--- src/rtl/div_seq_pkg.sv ---
// Shared state encoding and handshake constants for the sequential divider.
// Imported by div_seq; the state enum is the one place the encoding is defined.
package div_seq_pkg;

  localparam int DIV_WIDTH = 32;
  localparam int DIV_CNT_W = 6;

  typedef enum logic [1:0] {
    DIV_FREE    = 2'b00,
    DIV_BY_ZERO = 2'b01,
    DIV_ON      = 2'b10,
    DIV_END     = 2'b11
  } div_state_e;

  localparam logic DIV_RESULT_READY     = 1'b1;
  localparam logic DIV_RESULT_NOT_READY = 1'b0;
  localparam logic DIV_START            = 1'b1;
  localparam logic DIV_STOP             = 1'b0;

endpackage

--- src/rtl/div_seq.sv ---
// Radix-2 restoring divider for DIV/DIVU: one quotient bit per cycle on magnitudes,
// signs fixed up in a final cycle; {remainder, quotient} held until start_i drops.
//
// Handshake: execute raises start_i with operands valid; they are sampled on the
// accepting edge. ready_o then rises once and stays high, with result_o stable,
// for as long as start_i stays high. Dropping start_i returns the block to idle
// on the next edge. annul_i aborts only an operation still iterating.
module div_seq
  import div_seq_pkg::*;
#(
  parameter int WIDTH = DIV_WIDTH,
  parameter int CNT_W = DIV_CNT_W
) (
  input  logic               clk,
  input  logic               rst,
  input  logic               signed_div_i,
  input  logic [WIDTH-1:0]   opdata1_i,
  input  logic [WIDTH-1:0]   opdata2_i,
  input  logic               start_i,
  input  logic               annul_i,
  output logic [2*WIDTH-1:0] result_o,
  output logic               ready_o
);

  localparam logic [CNT_W-1:0] LP_CNT_DONE = CNT_W'(WIDTH);

  div_state_e         r_state;
  div_state_e         w_state_nxt;
  logic [CNT_W-1:0]   r_cnt;
  logic [CNT_W-1:0]   w_cnt_nxt;
  logic [2*WIDTH:0]   r_dividend;
  logic [2*WIDTH:0]   w_dividend_nxt;
  logic [WIDTH-1:0]   r_divisor;
  logic [WIDTH-1:0]   w_divisor_nxt;
  logic [WIDTH-1:0]   r_quot;
  logic [WIDTH-1:0]   w_quot_nxt;
  logic [WIDTH-1:0]   r_rem;
  logic [WIDTH-1:0]   w_rem_nxt;
  logic               r_neg_q;
  logic               w_neg_q_nxt;
  logic               r_neg_r;
  logic               w_neg_r_nxt;
  logic [2*WIDTH-1:0] w_result_nxt;
  logic               w_ready_nxt;

  logic [WIDTH:0]     w_diff;
  logic [WIDTH-1:0]   w_op1_abs;
  logic [WIDTH-1:0]   w_op2_abs;
  logic [WIDTH-1:0]   w_quot_mag;
  logic [WIDTH-1:0]   w_rem_mag;
  logic               w_accept;

  // Only signed operands with the sign bit set are negated; DIVU passes through.
  assign w_op1_abs = (signed_div_i && opdata1_i[WIDTH-1]) ? (~opdata1_i + WIDTH'(1)) : opdata1_i;
  assign w_op2_abs = (signed_div_i && opdata2_i[WIDTH-1]) ? (~opdata2_i + WIDTH'(1)) : opdata2_i;

  // Partial remainder plus the next dividend bit, less the divisor; MSB set means "restore".
  assign w_diff     = r_dividend[2*WIDTH:WIDTH] - {1'b0, r_divisor};
  assign w_quot_mag = r_dividend[WIDTH-1:0];
  assign w_rem_mag  = r_dividend[2*WIDTH:WIDTH+1];
  assign w_accept   = (start_i == DIV_START) && !annul_i;

  always_comb begin
    w_state_nxt    = r_state;
    w_cnt_nxt      = r_cnt;
    w_dividend_nxt = r_dividend;
    w_divisor_nxt  = r_divisor;
    w_quot_nxt     = r_quot;
    w_rem_nxt      = r_rem;
    w_neg_q_nxt    = r_neg_q;
    w_neg_r_nxt    = r_neg_r;
    w_result_nxt   = '0;
    w_ready_nxt    = DIV_RESULT_NOT_READY;

    unique case (r_state)
      DIV_FREE: begin
        if (w_accept) begin
          if (opdata2_i == '0) begin
            w_state_nxt = DIV_BY_ZERO;
          end else begin
            w_state_nxt    = DIV_ON;
            w_cnt_nxt      = '0;
            w_dividend_nxt = {{WIDTH{1'b0}}, w_op1_abs, 1'b0};
            w_divisor_nxt  = w_op2_abs;
            w_neg_q_nxt    = signed_div_i && (opdata1_i[WIDTH-1] ^ opdata2_i[WIDTH-1]);
            w_neg_r_nxt    = signed_div_i && opdata1_i[WIDTH-1];
          end
        end
      end

      DIV_BY_ZERO: begin
        w_state_nxt = DIV_END;
        w_quot_nxt  = '0;
        w_rem_nxt   = '0;
      end

      DIV_ON: begin
        if (annul_i) begin
          w_state_nxt = DIV_FREE;
        end else if (r_cnt != LP_CNT_DONE) begin
          if (w_diff[WIDTH]) begin
            w_dividend_nxt = {r_dividend[2*WIDTH-1:0], 1'b0};
          end else begin
            w_dividend_nxt = {w_diff[WIDTH-1:0], r_dividend[WIDTH-1:0], 1'b1};
          end
          w_cnt_nxt = r_cnt + CNT_W'(1);
        end else begin
          w_state_nxt = DIV_END;
          w_cnt_nxt   = '0;
          w_quot_nxt  = r_neg_q ? (~w_quot_mag + WIDTH'(1)) : w_quot_mag;
          w_rem_nxt   = r_neg_r ? (~w_rem_mag + WIDTH'(1)) : w_rem_mag;
        end
      end

      DIV_END: begin
        if (start_i == DIV_STOP) begin
          w_state_nxt = DIV_FREE;
        end else begin
          w_result_nxt = {r_rem, r_quot};
          w_ready_nxt  = DIV_RESULT_READY;
        end
      end

      default: w_state_nxt = DIV_FREE;
    endcase
  end

  always_ff @(posedge clk or posedge rst) begin
    if (rst) begin
      r_state    <= DIV_FREE;
      r_cnt      <= '0;
      r_dividend <= '0;
      r_divisor  <= '0;
      r_quot     <= '0;
      r_rem      <= '0;
      r_neg_q    <= 1'b0;
      r_neg_r    <= 1'b0;
      result_o   <= '0;
      ready_o    <= DIV_RESULT_NOT_READY;
    end else begin
      r_state    <= w_state_nxt;
      r_cnt      <= w_cnt_nxt;
      r_dividend <= w_dividend_nxt;
      r_divisor  <= w_divisor_nxt;
      r_quot     <= w_quot_nxt;
      r_rem      <= w_rem_nxt;
      r_neg_q    <= w_neg_q_nxt;
      r_neg_r    <= w_neg_r_nxt;
      result_o   <= w_result_nxt;
      ready_o    <= w_ready_nxt;
    end
  end

endmodule

--- config.mk ---
export PLATFORM = sky130hd
export DESIGN_NAME = div_seq
export DESIGN_NICKNAME = d
export VERILOG_FILES = /design/src/rtl/div_seq_pkg.sv /design/src/rtl/div_seq.sv
export SDC_FILE = /design/constraint.sdc
export NUM_CORES = 1
export LEC_CHECK = 0
export ABC_CLOCK_PERIOD_IN_PS = 16300
export CORE_ASPECT_RATIO = 1.1
export CORE_MARGIN = 8
export CORE_UTILIZATION = 45
export DETAILED_ROUTE_END_ITERATION = 8
export PLACE_DENSITY = 0.73
export SETUP_SLACK_MARGIN = 0.15
export SYNTH_ARGS = -nofsm -noshare
export SYNTH_HDL_FRONTEND = slang
export SYNTH_SLANG_ARGS = --single-unit
--- constraint.sdc ---
create_clock -name clk -period 16.3 [get_ports clk]
set_clock_uncertainty 0.05 [all_clocks]
set_input_delay 3.26 -clock clk [delete_from_list [all_inputs] [get_ports clk]]
set_output_delay 3.26 -clock clk [all_outputs]
set_load 0.01 [all_outputs]
# Word-level counts from Yosys, hierarchy flattened
# Index checks and enable logic that the tools add are counted.
# classes
n_bitwise	6
reduce_logical	14
n_div	0
magnitude_cmp	0
shift	0
n_mux	31
add_sub_neg	6
n_eq_ne	11
n_mul	0
# ops
operator	n
$mux 65	5
$mux 32	8
$pmux 65 s2	1
$add 32x1->32 const B	4
$mux 64	2
$not 32->32	4
$pmux 32 s2	2
$sub 33x32->33	1
$logic_not 32->1	1
$mux 6	4
$ne 2x2->1 const B	6
$pmux 6 s2	1
$mux 2	5
$reduce_and 3->1	3
$pmux 2 s4	1
$add 6x1->6 const B	1
$ne 6x6->1 const B	1
$reduce_and 5->1	1
$eq 2x2->1 const B	2
$logic_and 1x1->1	4
$reduce_and 4->1	1
$reduce_bool 2->1	2
$ne 3x3->1 const B	1
$eq 2x1->1 const B	1
5 further kinds	6
# totals
output_inout_bits	65
memories	0
romBits	0
input_bits	69
latch_bits	0
elab_cells	78
ff_bits	236
mem_bits_rw	0

# Depth between registers and ports, before layout
# Gate-level depths: netlist of run 1.
# depth
depth_word	6
depth_mapped	14
depth_no_buf	12

# Least setup slack after synthesis of run 1
# OpenSTA, ideal clock, no wires.
# synth_path
kind	input-to-reg
start	in opdata2_i[9]
end	reg r_dividend[10]
n_path_buf	2
slack_ns	10.480
arrival_ns	5.637
path_stages	9
required_ns	16.117
setup_ns	0.133
path_cell_list	or4_1 or4_1 nor4_4 a21boi_1 o21ai_2 nand2b_1 buf_2 clkbuf_1 o21ai_0
# synth_via
elab_chain_len	3
# synth_rtl
element	line_no	source
from (decl)	div_seq.sv:18	input logic [WIDTH-1:0] opdata2_i,
$logic_not 32->1	div_seq.sv:78	if (opdata2_i == '0) begin
$ne 2x2->1 (no line)	--	
$reduce_and 5->1 (no line)	--	
to (signal assigned)	div_seq.sv:143	r_dividend <= w_dividend_nxt;
to (decl)	div_seq.sv:31	logic [2*WIDTH:0] r_dividend;
# No other way between the ends.
# A chain may end at the register's enable or synchronous reset.

# Worst setup path in the final report of run 1
# layout_path
start	in opdata2_i[8]
end	reg r_dividend[32]
# The elaborated chain is that of the path after synthesis.

==> impl_metrics.json, run 1 <==
{
  "hold_viol": 0,
  "first_pass_iters": 5,
  "areaGrowthSynthToFinish_pct": 18.5,
  "tns_ps": 0,
  "dpl_worst_slack_ps": 9110,
  "clkSinkCount": 236,
  "finalWorstSetupSlack_ps": 9680,
  "synthArstFlopShare": 1.00,
  "synth_area_sq_um": 13100,
  "cts-resized-gates": 0,
  "startpoint_type": "input port",
  "holdCritStartpoint": "r_rem[3]",
  "setup_violations": 0,
  "clk_pin_slew_ps": 60,
  "maxClockFrequency_mhz": 151,
  "wl_per_cell_um": 16.2,
  "portBuffers": 133,
  "worstSkewPairLatency_ps": 520,
  "avgSynthCellArea_sq_um": 9.03,
  "antenna_left": 0,
  "antennaDiodeCount": 0,
  "drive_above_1_share": 0.0434,
  "dp_hpwl_um": 23400,
  "ir_drop_mv": 0.0897,
  "synth_edf_count": 0,
  "fin_util": 0.541,
  "ctsHoldBuffers": 0,
  "grt_pass1_wl_um": 52200,
  "crit_type": "in -> reg",
  "slew_viol_final": 0,
  "fp.dieH_um": 195,
  "syn_nets": 1561,
  "layout_commonest_cell": "dfrtp_1",
  "n_fill_cell": 2623,
  "grt_use_met3": 0.0197,
  "dieArea_sq_um": 34900,
  "cts.htree.levels": 1,
  "yosysSeqAreaShare": 0.450,
  "drc_errors": 0,
  "cap_violations": 0,
  "synth_cell_types": 59,
  "min_period_ps": 6620,
  "fin_crit_sh": 0.406,
  "seqPwrFrac": 0.348,
  "synthFlopType": "dfrtp_1",
  "antenna_found_initial": 0,
  "dieWidth_um": 179,
  "p_leak_nw": 6.83,
  "vias": 10600,
  "r2r-start": "r_dividend[32]",
  "grt_overflow": 0,
  "drt_wl_total_um": 31500,
  "min_to": "r_rem[3]",
  "rsz0062_at_grt": "false",
  "status": "completed",
  "first_iter_violations": 701,
  "fin_hold_ws_ps": 416,
  "switching_share": 0.406,
  "top_usage_layer": "met2",
  "grtUsageMet2": 0.284,
  "cp.required_ps": 16660,
  "synthCells": 1453,
  "gp_congestion": 0.882,
  "p_int_mw": 1.47,
  "layout_common_cells": "236 x dfrtp_1, 208 x nand2_1, 186 x o21ai_0",
  "hold_path_depth": 2,
  "root_buffer": "clkbuf_16",
  "regToRegSetupSlack_ps": 12390,
  "regArea_sq_um": 5910,
  "r2r-end": "r_dividend[57]",
  "end_kind": "register",
  "tritoncts": "done",
  "worstPathMaxFanout": 97,
  "core_sq_um": 28700,
  "cp.arrival_ps": 6980,
  "grt_max_degree": 98,
  "synth_seq_cells": 236,
  "dpl_cell_area_sq_um": 14700,
  "routed_via_density": 5.46,
  "hold_class": "reg -> reg",
  "use_met1": 0.258,
  "fin_cells": 1936,
  "io_pins": 134,
  "powerDensity_nw_per_um2": 159,
  "cts_setup_buffers": 0,
  "start_util": 0.457,
  "rows": 65,
  "rr_worst_depth": 13,
  "fin_area_sq_um": 15500,
  "total_power_mw": 2.47,
  "slew_headroom": 0.369,
  "yosysWarnings": 0,
  "dp_cells": 1894,
  "grt_pass1_vias": 10300,
  "multiInputGateArea_sq_um": 6740,
  "net-switching-power_mw": 1.00,
  "cts_max_path_buffers": 3,
  "p_comb_frac": 0.423,
  "worst_pin_slew_ps": 946,
  "numCtsBuffers": 24,
  "clkPwrFrac": 0.229,
  "layout.nets": 1660,
  "grt_use_total": 0.178
}
[worst max path at each step]
stage / from / endpoint / slack (ps) / depth (start not counted)
final: opdata2_i[8] / r_dividend[32] / 9680 / 10
after global routing: opdata2_i[8] / r_dividend[32] / 9450 / 10
after CTS: opdata2_i[8] / r_dividend[32] / 9660 / 10
after detailed placement: opdata2_i[8] / r_dividend[32] / 9110 / 10
after global placement: opdata2_i[8] / r_dividend[32] / 9200 / 10
after floorplan: rst / r_cnt[0] / 6520 / 1
[cells in the mapped netlist, types with 10 or more instances]
master | number | area (sq um)
a21o_1 | 11 | 82.6
a21oi_1 | 95 | 475
a32oi_1 | 10 | 87.6
and2_1 | 67 | 419
clkbuf_1 | 57 | 214
dfrtp_1 | 236 | 5910
ha_1 | 38 | 475
inv_1 | 52 | 195
mux2i_1 | 22 | 220
nand2_1 | 208 | 781
nand2b_1 | 18 | 113
nand3_1 | 12 | 60.1
nor2_1 | 78 | 293
nor2b_1 | 11 | 68.8
nor3_1 | 15 | 75.1
nor4_1 | 13 | 81.3
o21ai_0 | 186 | 931
o31ai_1 | 31 | 233
o41ai_1 | 17 | 149
or3_1 | 20 | 125
or4_1 | 10 | 75.1
xnor2_1 | 47 | 412
xor2_1 | 93 | 815
[registers in the layout, indices dropped and copies added (netlist names)]
name	flops
result_o	64
r_state	2
r_neg_r	1
r_rem	32
r_quot	32
r_cnt	6
ready_o	1
r_divisor	32
r_dividend	65
r_neg_q	1
[kinds of logic after synthesis]
group | count (synthesis) | share of synthesized area
flip-flops | 236 | 0.450
AO/OA/AOI/OAI | 414 | 0.187
multiplexers | 22 | 0.0168
XOR/XNOR | 140 | 0.0935
adder cells (fa/ha/maj) | 39 | 0.0378
AND/OR/NAND/NOR | 479 | 0.176
buffers and inverters | 123 | 0.0386
[metal layers]
| layer | part of all wire | routed length (um) |
|---|---|---|
| met5 | 0 | 0 |
| met4 | 0.013 | 422 |
| met3 | 0.052 | 1650 |
| met2 | 0.46 | 14400 |
| met1 | 0.48 | 15000 |
[area by class of cell]
type                    instances  area share
clock buffers                  32      0.0438
clock inverters                10     0.00926
inverters                      52      0.0130
multi-input cells            1094       0.433
flip-flops and latches        236       0.380
well taps                     368      0.0296
repair buffers                144      0.0910
[power by group through the flow]
| stage | clock, mW | sequential, mW | combinational (mW) |
|---|---|---|---|
| finish | 0.567 | 0.861 | 1.05 |
| CTS | 0.580 | 0.855 | 1.04 |
| detailed placement | 0 | 0.866 | 1.04 |
| global route | 0.604 | 0.879 | 1.18 |
| global placement | 0 | 0.860 | 1.01 |
| floorplan | 0 | 0.797 | 0.839 |
[worst max-delay path, cell delays in order]
cell and delay [ps]:
clkdlybuf4s50_1 450, or4_1 570, or4_1 490, nor4_4 440, a21boi_1 200, o21ai_2 310, nand2b_2 180, buf_4 680
a211oi_1 90, a221o_1 290
No activity file was read; power rests on OpenSTA's default activity.
==> run 2: changes to the inputs <==
ABC_CLOCK_PERIOD_IN_PS = 6500   (was 16300)
clock period = 6.5 ns   (was 16.3 ns; I/O delays follow)
==> run 2 against run 1 <==
Against the previous run:
- sequential power rose by 150%
- largest power group unchanged
- critical path type unchanged
- critical endpoint is now r_dividend[1]
- combinational power rose to 2.5 times the previous value
- sequential cell count did not move
==> impl_metrics.json, run 2 (synthesis results as in run 1) <==
{
  "cts_max_path_buffers": 3,
  "root_buffer": "clkbuf_16",
  "rsz0062_at_grt": "false",
  "multiInputGateArea_sq_um": 6740,
  "first_iter_violations": 714,
  "hold_class": "reg -> reg",
  "startpoint_type": "input port",
  "top_register": "r_dividend",
  "dpl_worst_slack_ps": 1660,
  "reg.largest.list": "r_dividend: 65 flops, result_o: 64 flops",
  "p_leak_nw": 6.85,
  "grt_pass1_vias": 10200,
  "vias": 10500,
  "grt_pass1_wl_um": 51500,
  "min_period_ps": 4350,
  "clk_pin_slew_ps": 60,
  "worstPathMaxFanout": 86,
  "cp_num_buf_inv": 2,
  "cp_top_family": "simple AND/OR/NAND/NOR gates",
  "layout.nets": 1661,
  "n_fill_cell": 2627,
  "slew_headroom": 0.360,
  "grt_use_total": 0.176,
  "drc_errors": 0,
  "regArea_sq_um": 5910,
  "rows": 65,
  "first_pass_iters": 5,
  "fin_util": 0.543,
  "worst_pin_slew_ps": 960,
  "largest_reg_flops": 65,
  "core_sq_um": 28700,
  "antennaDiodeCount": 0,
  "areaGrowthSynthToFinish_pct": 18.8,
  "cts_setup_buffers": 0,
  "routed_via_density": 5.44,
  "numCtsBuffers": 25,
  "grt_overflow": 0,
  "ir_drop_mv": 0.237,
  "setup_violations": 0,
  "worstSkewPairLatency_ps": 520,
  "drive_above_1_share": 0.0420,
  "cp.arrival_ps": 4730,
  "antenna_found_initial": 0,
  "cap_violations": 0,
  "cts.htree.levels": 1,
  "clkSinkCount": 236,
  "drt_wl_total_um": 31200,
  "start_util": 0.457,
  "portBuffers": 133,
  "antenna_left": 0,
  "finalWorstSetupSlack_ps": 2150,
  "layout_common_cells": "236 x dfrtp_1, 208 x nand2_1, 186 x o21ai_0",
  "maxClockFrequency_mhz": 230,
  "cp_common_cell": "or4_1",
  "hold_viol": 0,
  "fp.dieH_um": 195,
  "tns_ps": 0,
  "fin_crit_sh": 0.669,
  "cp.required_ps": 6880,
  "dieArea_sq_um": 34900,
  "wl_per_cell_um": 16.1,
  "crit_chain": "clkdlybuf4s50_1 -> or4_1 -> or4_1 -> nor4_4 -> a21boi_1 -> o21ai_2 -> nand2b_2 -> buf_12 -> a211oi_1 -> a21oi_1",
  "layout_commonest_cell": "dfrtp_1",
  "ctsHoldBuffers": 0,
  "tritoncts": "done",
  "grt_max_degree": 174,
  "dieWidth_um": 179,
  "end_kind": "register",
  "gp_congestion": 0.875,
  "crit_type": "in -> reg",
  "dp_hpwl_um": 23500,
  "crit_slowest_cell": "or4_1",
  "cts-resized-gates": 0,
  "io_pins": 134,
  "status": "completed",
  "slew_viol_final": 0,
  "slowest_delay_ps": 570,
  "powerDensity_nw_per_um2": 401
}
==> run 2: cell count changes in the layout (fill, tap and decap cells not counted), moves of 2 or more <==
cell	before	now
clkbuf_1	3	7
buf_12	0	2
buf_4	11	9
clkbuf_8	5	3
clkinv_4	0	2
clkinvlp_4	3	1
==> run 2: path summary, 6_finish.rpt <==
path                                 from              to  slack [ps]  cells past startpoint
max                          opdata2_i[9]   r_dividend[1]        2150                     10
min                            r_quot[26]    result_o[26]         420                      1
max reg2reg                r_dividend[32]  r_dividend[44]        2580                     13
min reg2reg                    r_quot[26]    result_o[26]         420                      1
max in group asynchronous             rst   r_divisor[27]        4330                      3
min in group asynchronous             rst    result_o[36]        1320                      3
==> run 2: cell type report <==
type / count / area share
Clock inverter: 9 / 0.00979
Timing Repair Buffer: 144 / 0.0923
Sequential cell: 236 / 0.379
Clock buffer: 35 / 0.0445
Inverter: 52 / 0.0128
Tap cell: 368 / 0.0295
Multi-Input combinational cell: 1094 / 0.432
==> run 2: worst register-to-register path: stages (launching register included) <==
cell and delay (ps):
dfrtp_1 380, inv_1 60, ha_1 220, fa_1 400, nand2b_1 200, a21o_1 210, a211oi_1 270, a31oi_1 160
a21oi_1 520, a41oi_1 410, and2_1 310, buf_4 250, mux2i_1 170, a22o_1 210
==> run 2: metrics by stage <==
step / instance area (sq um) / cells / hold slack, ps / total power, mW
5_1_grt: 15600 / 1938 / 444 / 6.72
3_3_place_gp: 14700 / 1894 / 404 / 4.71
6_report: 15600 / 1938 / 419 / 6.25
4_1_cts: 15600 / 1938 / 423 / 6.27
3_5_place_dp: 14700 / 1894 / 412 / 4.79
2_1_floorplan: 13100 / 1453 / 390 / 4.10
==> run 2: report_power, final <==
group / switching (mW) / leakage [nW] / total, mW / internal [mW]
sequential: 0.406 / 3.17 / 2.15 / 1.75
clock: 0.565 / 0.414 / 1.47 / 0.901
combinational: 1.54 / 3.27 / 2.63 / 1.09
total: 2.51 / 6.85 / 6.25 / 3.74
==> run 2: per-layer routing <==
layer / up-vias / share of wire / GRT usage
met5: - / 0 / 0
met2: 245 / 0.45 / 0.279
met4: 0 / 0.015 / 0.0386
met1: 5008 / 0.48 / 0.249
li1: 5253 / - / -
met3: 37 / 0.052 / 0.0249
